[src/rtl/arm_mc_controller.sv]
// Multicycle ARM control unit: main sequencing FSM, ALU decode, NZCV flags
// and condition gating of every architectural write.
module arm_mc_controller #(
  parameter int STATE_W = 4
) (
  input  logic               clk,
  input  logic               reset,
  input  logic [31:0]        Instr,
  input  logic [3:0]         ALUFlags,
  output logic               PCWrite,
  output logic               IRWrite,
  output logic               RegWrite,
  output logic               MemWrite,
  output logic               AdrSrc,
  output logic               ALUSrcA,
  output logic [1:0]         ALUSrcB,
  output logic [1:0]         ResultSrc,
  output logic [1:0]         ImmSrc,
  output logic [1:0]         RegSrc,
  output logic [1:0]         ALUControl,
  output logic [STATE_W-1:0] State
);

  typedef enum logic [3:0] {
    FETCH    = 4'd0,
    DECODE   = 4'd1,
    MEMADR   = 4'd2,
    MEMREAD  = 4'd3,
    MEMWB    = 4'd4,
    MEMWRITE = 4'd5,
    EXECUTER = 4'd6,
    EXECUTEI = 4'd7,
    ALUWB    = 4'd8,
    BRANCH   = 4'd9
  } state_e;

  state_e      state_q, state_d;
  logic [3:0]  flags_q, flags_d;
  logic        condex_q, condex_d;

  logic [3:0]  cond;
  logic [1:0]  op;
  logic [5:0]  funct;
  logic        rd_is_pc;
  logic        next_pc, branch, reg_w, mem_w, alu_op;
  logic        no_write, dp_known;
  logic [1:0]  flag_w;
  logic        cond_ok;
  logic        unused_ok;

  assign cond      = Instr[31:28];
  assign op        = Instr[27:26];
  assign funct     = Instr[25:20];
  assign rd_is_pc  = (Instr[15:12] == 4'hF);
  assign unused_ok = ^{Instr[19:16], Instr[11:0]};

  // flags are {N, Z, C, V}
  function automatic logic cond_eval(input logic [3:0] c, input logic [3:0] f);
    logic n, z, cy, v;
    {n, z, cy, v} = f;
    case (c)
      4'b0000: cond_eval = z;
      4'b0001: cond_eval = ~z;
      4'b0010: cond_eval = cy;
      4'b0011: cond_eval = ~cy;
      4'b0100: cond_eval = n;
      4'b0101: cond_eval = ~n;
      4'b0110: cond_eval = v;
      4'b0111: cond_eval = ~v;
      4'b1000: cond_eval = cy & ~z;
      4'b1001: cond_eval = ~cy | z;
      4'b1010: cond_eval = (n == v);
      4'b1011: cond_eval = (n != v);
      4'b1100: cond_eval = ~z & (n == v);
      4'b1101: cond_eval = z | (n != v);
      4'b1110: cond_eval = 1'b1;
      default: cond_eval = 1'b0;
    endcase
  endfunction

  assign cond_ok = cond_eval(cond, flags_q);

  always_ff @(posedge clk or negedge reset) begin
    if (!reset) begin
      state_q  <= FETCH;
      flags_q  <= 4'b0000;
      condex_q <= 1'b0;
    end else begin
      state_q  <= state_d;
      flags_q  <= flags_d;
      condex_q <= condex_d;
    end
  end

  always_comb begin
    state_d    = FETCH;
    next_pc    = 1'b0;
    branch     = 1'b0;
    reg_w      = 1'b0;
    mem_w      = 1'b0;
    alu_op     = 1'b0;
    IRWrite    = 1'b0;
    AdrSrc     = 1'b0;
    ALUSrcA    = 1'b0;
    ALUSrcB    = 2'b00;
    ResultSrc  = 2'b00;
    ALUControl = 2'b00;
    dp_known   = 1'b0;
    flag_w     = 2'b00;
    flags_d    = flags_q;
    condex_d   = condex_q;

    case (state_q)
      FETCH: begin
        state_d   = DECODE;
        IRWrite   = reset;
        next_pc   = 1'b1;
        ALUSrcA   = 1'b1;
        ALUSrcB   = 2'b10;
        ResultSrc = 2'b10;
      end
      DECODE: begin
        ALUSrcA   = 1'b1;
        ALUSrcB   = 2'b10;
        ResultSrc = 2'b10;
        condex_d  = cond_ok;
        case (op)
          2'b01:   state_d = MEMADR;
          2'b00:   state_d = funct[5] ? EXECUTEI : EXECUTER;
          2'b10:   state_d = BRANCH;
          default: state_d = FETCH;
        endcase
      end
      MEMADR: begin
        state_d = funct[0] ? MEMREAD : MEMWRITE;
        ALUSrcB = 2'b01;
      end
      MEMREAD: begin
        state_d = MEMWB;
        AdrSrc  = 1'b1;
      end
      MEMWB: begin
        ResultSrc = 2'b01;
        reg_w     = 1'b1;
      end
      MEMWRITE: begin
        AdrSrc = 1'b1;
        mem_w  = 1'b1;
      end
      EXECUTER: begin
        state_d = ALUWB;
        alu_op  = 1'b1;
      end
      EXECUTEI: begin
        state_d = ALUWB;
        ALUSrcB = 2'b01;
        alu_op  = 1'b1;
      end
      ALUWB: begin
        reg_w = 1'b1;
      end
      BRANCH: begin
        ALUSrcB   = 2'b01;
        ResultSrc = 2'b10;
        branch    = 1'b1;
      end
      default: state_d = FETCH;
    endcase

    // unrecognised data-processing commands fall back to ADD with no flag write
    if (alu_op) begin
      dp_known = 1'b1;
      case (funct[4:1])
        4'b0100: ALUControl = 2'b00;
        4'b0010: ALUControl = 2'b01;
        4'b0000: ALUControl = 2'b10;
        4'b1100: ALUControl = 2'b11;
        4'b1010: ALUControl = 2'b01;
        default: begin
          ALUControl = 2'b00;
          dp_known   = 1'b0;
        end
      endcase
      flag_w[1] = funct[0] & dp_known;
      flag_w[0] = funct[0] & dp_known & ~ALUControl[1];
      if (condex_q) begin
        if (flag_w[1]) flags_d[3:2] = ALUFlags[3:2];
        else           flags_d[3:2] = flags_q[3:2];
        if (flag_w[0]) flags_d[1:0] = ALUFlags[1:0];
        else           flags_d[1:0] = flags_q[1:0];
      end else begin
        flags_d = flags_q;
      end
    end else begin
      flag_w = 2'b00;
    end
  end

  // CMP is the only command that computes without writing back
  assign no_write = (op == 2'b00) && (funct[4:1] == 4'b1010);

  assign RegWrite = reset & reg_w & condex_q & ~no_write;
  assign MemWrite = reset & mem_w & condex_q;
  assign PCWrite  = reset & (next_pc | (condex_q & (branch | (reg_w & rd_is_pc))));
  assign ImmSrc   = op;
  assign RegSrc   = {op == 2'b01, op == 2'b10};
  assign State    = STATE_W'(state_q);

endmodule

[config.mk]
export PLATFORM = sky130hd
export DESIGN_NAME = arm_mc_controller
export DESIGN_NICKNAME = d
export VERILOG_FILES = /design/src/rtl/arm_mc_controller.sv
export SDC_FILE = /design/constraint.sdc
export NUM_CORES = 1
export LEC_CHECK = 0
export CAP_MARGIN = 5
export CELL_PAD_IN_SITES_DETAIL_PLACEMENT = 1
export CELL_PAD_IN_SITES_GLOBAL_PLACEMENT = 1
export CORE_AREA = 2 2 62 64
export CTS_BUF_LIST = sky130_fd_sc_hd__clkbuf_16
export DETAILED_ROUTE_END_ITERATION = 8
export DIE_AREA = 0 0 64 66
export GPL_ROUTABILITY_DRIVEN = 0
export PLACE_DENSITY_LB_ADDON = 0.1
export SETUP_SLACK_MARGIN = 0.4
export SLEW_MARGIN = 0
export SYNTH_ARGS = -nofsm -noshare
export SYNTH_HDL_FRONTEND = slang
export SYNTH_SLANG_ARGS = --single-unit
[constraint.sdc]
create_clock -name clk -period 4.36 [get_ports clk]
set_input_delay 1.09 -clock clk [delete_from_list [all_inputs] [get_ports clk]]
set_output_delay 1.09 -clock clk [all_outputs]
set_load 0.01 [all_outputs]
==> metrics.md, run 1 <==
| Metric | Value |
|---|---|
| Largest stage delay, worst path | 0.55 ns |
| Core Area | 0.003551 mm² |
| Via count | around 950 |
| Warnings, synthesis | 0 |
| Longest Clk Path Bufs | 2 |
| FF-to-FF End | flags_q[1]$_DFFE_PN0P_ |
| Worst path cell trace | clkdlybuf4s50_1 > xor2_1 > or3_1 > nor2_1 > clkdlybuf4s50_1 |
| RSZ-0062 raised after global routing | false |
| Required @ worst endpoint | 3.27 ns |
| Leakage | 0.5484 nW |
| Reg2Reg Depth | 4 |
| Status | finished, final reports clean |
| I/O pins | 58 |
| Post-place setup slack | approximately 0.42 ns |
| Synthesis-stage register bit count | 9 |
| Drt initial violations | 23 |
| CTS tree | yes |
| Max Cap Violations | 0 |
| Die Width | 64 µm |
| First-pass GRT wire length | 4340 µm |
| Setup ws final | 0.4951 ns |
| PortBufs | 41 |
| Unique masters post-synth | 42 |
| Hold Fails Final Rpt | 0 |
| H-tree levels | 1 |
| Standard-cell row count | 22 |
| Min cycle time layout | 3.865 ns |
| Maximum vdd drop | 179.3 µV |
| Slew Viols, Final | 0 |
| Via density | 4.892 |
| Tot Pwr | 720.6 µW |
| Hold buffers post-CTS | 0 |
| End of the critical path | ALUControl[1] |
| CTS sink cnt | 9 |
| Vias in the first global route | 943 |
| Post-route ant nets | 0 |
| Drt drc | 0 |
| Final setup fails | 0 |
| Antenna cells | 0 |
| CTS resizes | 0 |
| Netlist Area Pre-Place | 898.4 µm² |
| EDFF count, synth | 0 |
| Register area share after synthesis | 0.2507 |
| Synthesized area per cell | 8.167 µm² |
| Die area | approximately 0.0042 mm² |
| CP dominant cell by count | clkdlybuf4s50_1 |
| Clock Skews | 0.002029 ns |
| Clk_lat worst skew | 0.24 ns |
| Setup TNS | 0 ns |
| Synth Net Count | approximately 150 |
| Share of layout cells above drive strength 1 | 0.08844 |
| Rel. slew slack | 0.6012 |
| Global Route Usage Sum | 0.1315 |
| Worst Path Arrival | approximately 2.8 ns |
| Least-Margin Pin Slew | just under 0.6 ns |
| Worst r2r src | State[1]$_DFF_PN0_ |
| Async SR Flop Fraction | 1.000 |
| Hold path start | flags_q[1]$_DFFE_PN0P_ |
| Hold slack | 0.5859 ns |
| Setup Fix Bufs, Post-CTS | 0 |
| Crit Path Category | primary input to primary output |
| Detailed Place HPWL | between 2000 and 2500 µm |
| Initial core utilization | 0.2530 |
| DRT Pass-1 Iters | 4 |
| Layout Area Growth over Synthesis | 56.27% |
| Routed wire per std cell | roughly 14 µm |
| Antenna violations before repair | 0 |
| Total global routing overflow | 0 |
| R2R setup slack | 2.46 ns |
| Fmax | 258.7 MHz |
| Period utilisation layout | 0.8864 |
| Top_reg_cell synth | dfrtp_1 |
| CTS buffer count | 3 |
| Post-Route WL | 2677 µm |
| Worst hold path type | flip-flop to flip-flop |
| Die Y | 66 µm |
| Slowest CP cell | clkdlybuf4s50_1 |
| Critical path fanouts, max | 4 |
| Nets | 186 |
| Startpoint types | primary input |
| Clk root buf | clkbuf_16 |
| Largest net degree at the start of global routing | 17 |
| Clk pin slew, worst setup/hold paths | 0.04 ns |
| Critical Path Source | Instr[24] |
| Worst Setup End Kind | primary output |
| Mapped Cells | 110 |
| Pwr/cell area | 513.3 mW/mm² |
[sequential cells by signal, indices dropped and copies added (netlist names)]
register  count
State         4
flags_q       4
condex_q      1
[placed cells by master, fill, tap and decap left out, types with 3 or more instances in the layout]
master,instances
nand2b_1,6
nor2_1,9
clkbuf_16,3
o21ai_0,6
dfrtp_1,9
a21boi_0,3
nand2_1,9
nand3b_1,3
xnor2_1,3
mux2_2,4
nand4_1,3
nand3_1,4
nor3_1,5
clkdlybuf4s50_1,40
inv_1,4
[layout make-up]
| class | count | area, µm² |
|---|---|---|
| clock buffer | 3 | 75.07 |
| clock inverter | 1 | 3.754 |
| inverter | 3 | 11.26 |
| sequential | 9 | 225.2 |
| fill | 418 | 2147 |
| multi-input combinational | 89 | 608.1 |
| timing repair buffer | 42 | 420.4 |
| tap | 48 | 60.06 |
[report_power, final]
part	internal, mW	switching, mW
combinational	0.217	0.147
clock	0.120	0.0420
sequential	0.115	0.0800
[critical path, delay by kind of cell]
kind	cells	cell delay [ns]
buf+inv	2	1.01
simple gates	2	0.51
xor+xnor	1	0.16
[synthesized netlist by cell type, types with 2 or more instances]
master / number / area (µm²)
a21boi_0: 3 / 22.52
a21oi_1: 2 / 10.01
a31oi_1: 2 / 12.51
and2_1: 2 / 12.51
buf_2: 4 / 20.02
buf_4: 2 / 15.01
clkbuf_1: 2 / 7.510
dfrtp_1: 9 / 225.2
inv_1: 3 / 11.26
mux2_2: 4 / 45.04
mux2_4: 2 / 30.03
mux2i_1: 2 / 20.02
nand2_1: 9 / 33.78
nand2b_1: 6 / 37.54
nand3_1: 4 / 20.02
nand3b_1: 3 / 22.52
nand4_1: 3 / 18.77
nor2_1: 9 / 33.78
nor2b_1: 2 / 12.51
nor3_1: 5 / 25.02
o21ai_0: 6 / 30.03
o22ai_1: 2 / 12.51
or3b_2: 2 / 17.52
xnor2_1: 3 / 26.28
xor2_1: 2 / 17.52
[worst min path at each step]
stage / endpoint / slack [ns] / depth (start not counted)
after detailed placement: flags_q[1]$_DFFE_PN0P_ / 0.58 / 1
after global placement: flags_q[1]$_DFFE_PN0P_ / 0.58 / 1
after global routing: flags_q[1]$_DFFE_PN0P_ / 0.61 / 1
after floorplan: flags_q[1]$_DFFE_PN0P_ / 0.54 / 1
final: flags_q[1]$_DFFE_PN0P_ / 0.59 / 1
after CTS: flags_q[1]$_DFFE_PN0P_ / 0.60 / 1
[per-layer routing]
| metal | GRT usage | part of all wire |
|---|---|---|
| met1 | 0.1418 | 0.41 |
| met2 | 0.2474 | 0.55 |
| met3 | 0.03066 | 0.037 |
| met4 | 0.04891 | 0.0086 |
| met5 | 0 | 0 |
[through the flow]
step	utilization	instance area (µm²)	cells
5_1_grt	0.3953	1404	195
4_1_cts	0.3946	1401	195
3_3_place_gp	0.3724	1323	191
2_1_floorplan	-	898.4	110
3_5_place_dp	0.3724	1323	191
6_report	0.3953	1404	195
[logic make-up (layout without fill, tap and decap cells)]
| logic type | count (synthesis) | count (layout) | share of synthesized area |
|---|---|---|---|
| buffers and inverters | 12 | 49 | 0.07242 |
| XOR/XNOR | 5 | 5 | 0.04876 |
| AO/OA/AOI/OAI | 22 | 22 | 0.1699 |
| multiplexers | 8 | 8 | 0.1058 |
| flip-flops | 9 | 9 | 0.2507 |
| AND/OR/NAND/NOR | 54 | 54 | 0.3524 |
Note: power is estimated with default switching activity, not from simulation.
==> run 2: changes to the inputs <==
Settings changed: CAP_MARGIN 5 to 20, PLACE_DENSITY_LB_ADDON 0.1 to 0.08.
==> metrics.md, run 2 (synthesis results as in run 1) <==
| Metric | Value |
|---|---|
| Max Cap Violations | 0 (unchanged) |
| Clk pin slew, worst setup/hold paths | 0.04 ns (about the same) |
| Share of layout cells above drive strength 1 | 0.08844 (unchanged) |
| Worst r2r src | State[1]$_DFF_PN0_ (unchanged) |
| Post-route ant nets | 0 (unchanged) |
| Largest net degree at the start of global routing | 17 (unchanged) |
| Commonest non-fill, non-tap cell in the layout | clkdlybuf4s50_1 (unchanged) |
| Longest Clk Path Bufs | 2 (unchanged) |
| Hold buffers post-CTS | 0 (unchanged) |
| Clk_lat worst skew | 0.23 ns (was 0.24 ns) |
| Die area | 0.004224 mm² (unchanged) |
| Fmax | 261.8 MHz (was 258.7 MHz) |
| Critical Path Source | Instr[24] (unchanged) |
| Crit Path Category | primary input to primary output (unchanged) |
| Rel. slew slack | 0.6049 (was 0.6012) |
| Worst Path Arrival | 2.73 ns (was 2.77 ns) |
| Via count | 958 (was 954) |
| R2R setup slack | 2.43 ns (was 2.46 ns) |
| Drt initial violations | 29 (was 23) |
| CTS buffer count | 3 (unchanged) |
| Die Y | 66 µm (unchanged) |
| Least-Margin Pin Slew | 0.5845 ns (was 0.5899 ns) |
| CTS sink cnt | 9 (unchanged) |
| Nets | 186 (unchanged) |
| Required @ worst endpoint | 3.27 ns (about the same) |
| Global Route Usage Sum | 0.1459 (was 0.1315) |
| Status | finished, final reports clean (unchanged) |
| Setup TNS | 0 ns (unchanged) |
| Setup Fix Bufs, Post-CTS | 0 (unchanged) |
| I/O pins | 58 (unchanged) |
| CTS tree | yes (unchanged) |
| Total global routing overflow | 0 (unchanged) |
| Hold Fails Final Rpt | 0 (unchanged) |
| Antenna violations before repair | 0 (unchanged) |
| Period utilisation layout | 0.8760 (was 0.8864) |
| Leakage | 0.5484 nW (unchanged) |
| Vias in the first global route | 1026 (was 943) |
| First-pass GRT wire length | 4774 µm (was 4340 µm) |
| Hold path start | flags_q[1]$_DFFE_PN0P_ (unchanged) |
| RSZ-0062 raised after global routing | false (unchanged) |
| Clock Skews | 0.002383 ns (was 0.002029 ns) |
| Routed wire per std cell | 14.63 µm (was 13.73 µm) |
| Startpoint types | primary input (unchanged) |
| Layout Area Growth over Synthesis | 56.27% (unchanged) |
| Via density | 4.913 (was 4.892) |
| DRT Pass-1 Iters | 4 (unchanged) |
| Pwr/cell area | 516.6 mW/mm² (was 513.3 mW/mm²) |
| Min cycle time layout | 3.820 ns (was 3.865 ns) |
| Clk root buf | clkbuf_16 (unchanged) |
| Antenna cells | 0 (unchanged) |
| Detailed Place HPWL | 2242 µm (was 2149 µm) |
| Core Area | 0.003551 mm² (unchanged) |
| Slew Viols, Final | 0 (unchanged) |
| H-tree levels | 1 (unchanged) |
| Critical path fanouts, max | 4 (unchanged) |
| Standard-cell row count | 22 (unchanged) |
| Initial core utilization | 0.2530 (unchanged) |
| Final setup fails | 0 (unchanged) |
| Die Width | 64 µm (unchanged) |
| Maximum vdd drop | 146.0 µV (was 179.3 µV) |
| Post-Route WL | 2852 µm (was 2677 µm) |
| Drt drc | 0 (unchanged) |
| Most frequent cells in the layout | clkdlybuf4s50_1, dfrtp_1, nor2_1, nand2_1 (unchanged) |
| Worst hold path type | flip-flop to flip-flop (unchanged) |
| PortBufs | 41 (unchanged) |
| Final core occ | 0.3953 (unchanged) |
| Worst Setup End Kind | primary output (unchanged) |
## run 2: cell counts in the layout (fill, tap and decap cells not counted)
Identical to the previous run, type by type.
## run 2: routing by layer
layer	GRT usage	wire [µm]
met5	0	0
met4	0.07337	49
met3	0.01704	132
met2	0.2682	1460
met1	0.1655	1210
## run 2: cell type report
class / count / area [µm²]
fill: 410 / 2147
multi-input combinational: 89 / 608.1
timing repair buffer: 42 / 420.4
sequential: 9 / 225.2
clock buffer: 3 / 75.07
tap: 48 / 60.06
inverter: 3 / 11.26
clock inverter: 1 / 3.754
## run 2: per-stage QoR
| step | power [mW] | setup slack (ns) | cell area (µm²) | hold WS [ns] | std cells |
|---|---|---|---|---|---|
| finish | 0.7252 | 0.5405 | 1404 | 0.6012 | 195 |
| detailed placement | 0.5714 | 0.4523 | 1323 | 0.5932 | 191 |
| CTS | 0.7338 | 0.4450 | 1401 | 0.5999 | 195 |
| global placement | 0.5627 | 0.4581 | 1323 | 0.6041 | 191 |
| floorplan | 0.3876 | 1.501 | 898.4 | 0.5391 | 110 |
| global route | 0.7782 | 0.4485 | 1404 | 0.6367 | 195 |
## run 2: worst paths after layout
path / endpoint / depth (start not counted)
setup / recovery: ALUControl[1] / 5
hold / removal: flags_q[1]$_DFFE_PN0P_ / 1
setup reg to reg: flags_q[0]$_DFFE_PN0P_ / 4
hold reg to reg: flags_q[1]$_DFFE_PN0P_ / 1
max in group asynchronous: State[3]$_DFF_PN0_ / 2
min in group asynchronous: State[0]$_DFF_PN0_ / 1
## run 2: timing repair
| item | 4_1_cts | 5_1_grt |
|---|---|---|
| gates resized for setup | 0 | 1 |
| hold endpoints to repair | 0 | 0 |
| setup endpoints to repair | 0 | 1 |
## run 2: critical path, cell delays in order
cell and delay [ns]:
clkdlybuf4s50_1 0.46, xor2_1 0.16, or3_1 0.37, nor2_1 0.11, clkdlybuf4s50_1 0.54
## run 2: power breakdown
part           switching [mW]  leakage (nW)  internal, mW
combinational           0.151         0.388         0.217
sequential             0.0830         0.118         0.115
clock                  0.0394        0.0423         0.120
total                   0.273         0.548         0.452
==> run 3: changes to the inputs <==
Settings changed: MAX_ROUTING_LAYER from default to met4.
==> metrics.md, run 3 (synthesis results as in run 1) <==
| Metric | Value |
|---|---|
| Post-Route WL | 2824 µm (was 2852 µm) |
| Leakage | 0.5484 nW (unchanged) |
| Most frequent cells in the layout | clkdlybuf4s50_1, dfrtp_1, nor2_1, nand2_1 (unchanged) |
| H-tree levels | 1 (unchanged) |
| Commonest non-fill, non-tap cell in the layout | clkdlybuf4s50_1 (unchanged) |
| Worst hold path type | flip-flop to flip-flop (unchanged) |
| Largest net degree at the start of global routing | 17 (unchanged) |
| First-pass GRT wire length | 4774 µm (unchanged) |
| Hold slack | 0.5975 ns (was 0.6012 ns) |
| Pwr/cell area | 516.0 mW/mm² (was 516.6 mW/mm²) |
| Antenna cells | 0 (unchanged) |
| Die Width | 64 µm (unchanged) |
| Fmax | 261.8 MHz (unchanged) |
| Least-Margin Pin Slew | 0.5845 ns (about the same) |
| Initial core utilization | 0.2530 (unchanged) |
| Clk_lat worst skew | 0.23 ns (about the same) |
| Routed wire per std cell | 14.48 µm (was 14.63 µm) |
| Slew Viols, Final | 0 (unchanged) |
| Setup TNS | 0 ns (unchanged) |
| Clock Skews | 0.002405 ns (was 0.002383 ns) |
| Post-route ant nets | 0 (unchanged) |
| I/O pins | 58 (unchanged) |
| Required @ worst endpoint | 3.27 ns (about the same) |
| Clk pin slew, worst setup/hold paths | 0.04 ns (about the same) |
| Antenna violations before repair | 0 (unchanged) |
| Worst Path Arrival | 2.73 ns (about the same) |
| Status | finished, final reports clean (unchanged) |
| R2R setup slack | 2.43 ns (about the same) |
| Rel. slew slack | 0.6049 (unchanged) |
| Die area | 0.004224 mm² (unchanged) |
| RSZ-0062 raised after global routing | false (unchanged) |
| Min cycle time layout | 3.820 ns (unchanged) |
| Via density | 4.892 (was 4.913) |
| Detailed Place HPWL | 2242 µm (unchanged) |
| Layout Area Growth over Synthesis | 56.27% (unchanged) |
| Final setup fails | 0 (unchanged) |
| Die Y | 66 µm (unchanged) |
| Core Area | 0.003551 mm² (unchanged) |
| Total global routing overflow | 0 (unchanged) |
| Clk root buf | clkbuf_16 (unchanged) |
| Standard-cell row count | 22 (unchanged) |
| Vias in the first global route | 1028 (was 1026) |
| Drt drc | 0 (unchanged) |
| Maximum vdd drop | 145.6 µV (was 146.0 µV) |
| Global Route Usage Sum | 0.1498 (was 0.1459) |
| Via count | 954 (was 958) |
| DRT Pass-1 Iters | 4 (unchanged) |
| Max Cap Violations | 0 (unchanged) |
| Setup Fix Bufs, Post-CTS | 0 (unchanged) |
| Worst Setup End Kind | primary output (unchanged) |
| Nets | 186 (unchanged) |
| Share of layout cells above drive strength 1 | 0.08844 (unchanged) |
| CTS sink cnt | 9 (unchanged) |
| Hold Fails Final Rpt | 0 (unchanged) |
| PortBufs | 41 (unchanged) |
| Critical path fanouts, max | 4 (unchanged) |
| Longest Clk Path Bufs | 2 (unchanged) |
| CTS tree | yes (unchanged) |
| Period utilisation layout | 0.8760 (unchanged) |
| Drt initial violations | 29 (unchanged) |
| Startpoint types | primary input (unchanged) |
| CTS buffer count | 3 (unchanged) |
| Crit Path Category | primary input to primary output (unchanged) |
## run 3: per-layer routing
layer,routed length [µm],global-route usage
met4,49,0.07337
met1,1178,0.1655
met5,0,-
met2,1464,0.2682
met3,132,0.01704
## run 3: metrics by stage
stage          std cells  cell area, µm²  setup WS (ns)  total power, mW  utilization
2_1_floorplan        110           898.4          1.501           0.3876            -
3_5_place_dp         191            1323         0.4523           0.5714       0.3724
5_1_grt              195            1404         0.4485           0.7782       0.3953
4_1_cts              195            1401         0.4450           0.7338       0.3946
6_report             195            1404         0.5405           0.7244       0.3953
3_3_place_gp         191            1323         0.4581           0.5627       0.3724
## run 3: power by group
part	leakage (nW)	internal (mW)	switching, mW
sequential	0.118	0.115	0.0826
clock	0.0423	0.120	0.0394
combinational	0.388	0.217	0.151
## run 3: layout make-up
cell class,count,area [µm²]
Clock buffer,3,75.07
Clock inverter,1,3.754
Fill cell,410,2147
Inverter,3,11.26
Multi-Input combinational cell,89,608.1
Sequential cell,9,225.2
Tap cell,48,60.06
Timing Repair Buffer,42,420.4
## run 3: repair_timing
action	4_1_cts	5_1_grt
setup endpoints to repair	0	1
resized for setup	0	1
hold buffers	0	0
## run 3: worst max-delay path, cell delays in order
cell	delay [ns]
clkdlybuf4s50_1	0.46
xor2_1	0.16
or3_1	0.37
nor2_1	0.11
clkdlybuf4s50_1	0.54
## run 3: worst paths after layout
path	end	cells past startpoint	from
min in group asynchronous	State[0]$_DFF_PN0_	1	reset
setup reg to reg	flags_q[0]$_DFFE_PN0P_	4	State[1]$_DFF_PN0_
max in group asynchronous	State[3]$_DFF_PN0_	2	reset
hold reg to reg	flags_q[1]$_DFFE_PN0P_	1	flags_q[1]$_DFFE_PN0P_
hold / removal	flags_q[1]$_DFFE_PN0P_	1	flags_q[1]$_DFFE_PN0P_
setup / recovery	ALUControl[1]	5	Instr[24]
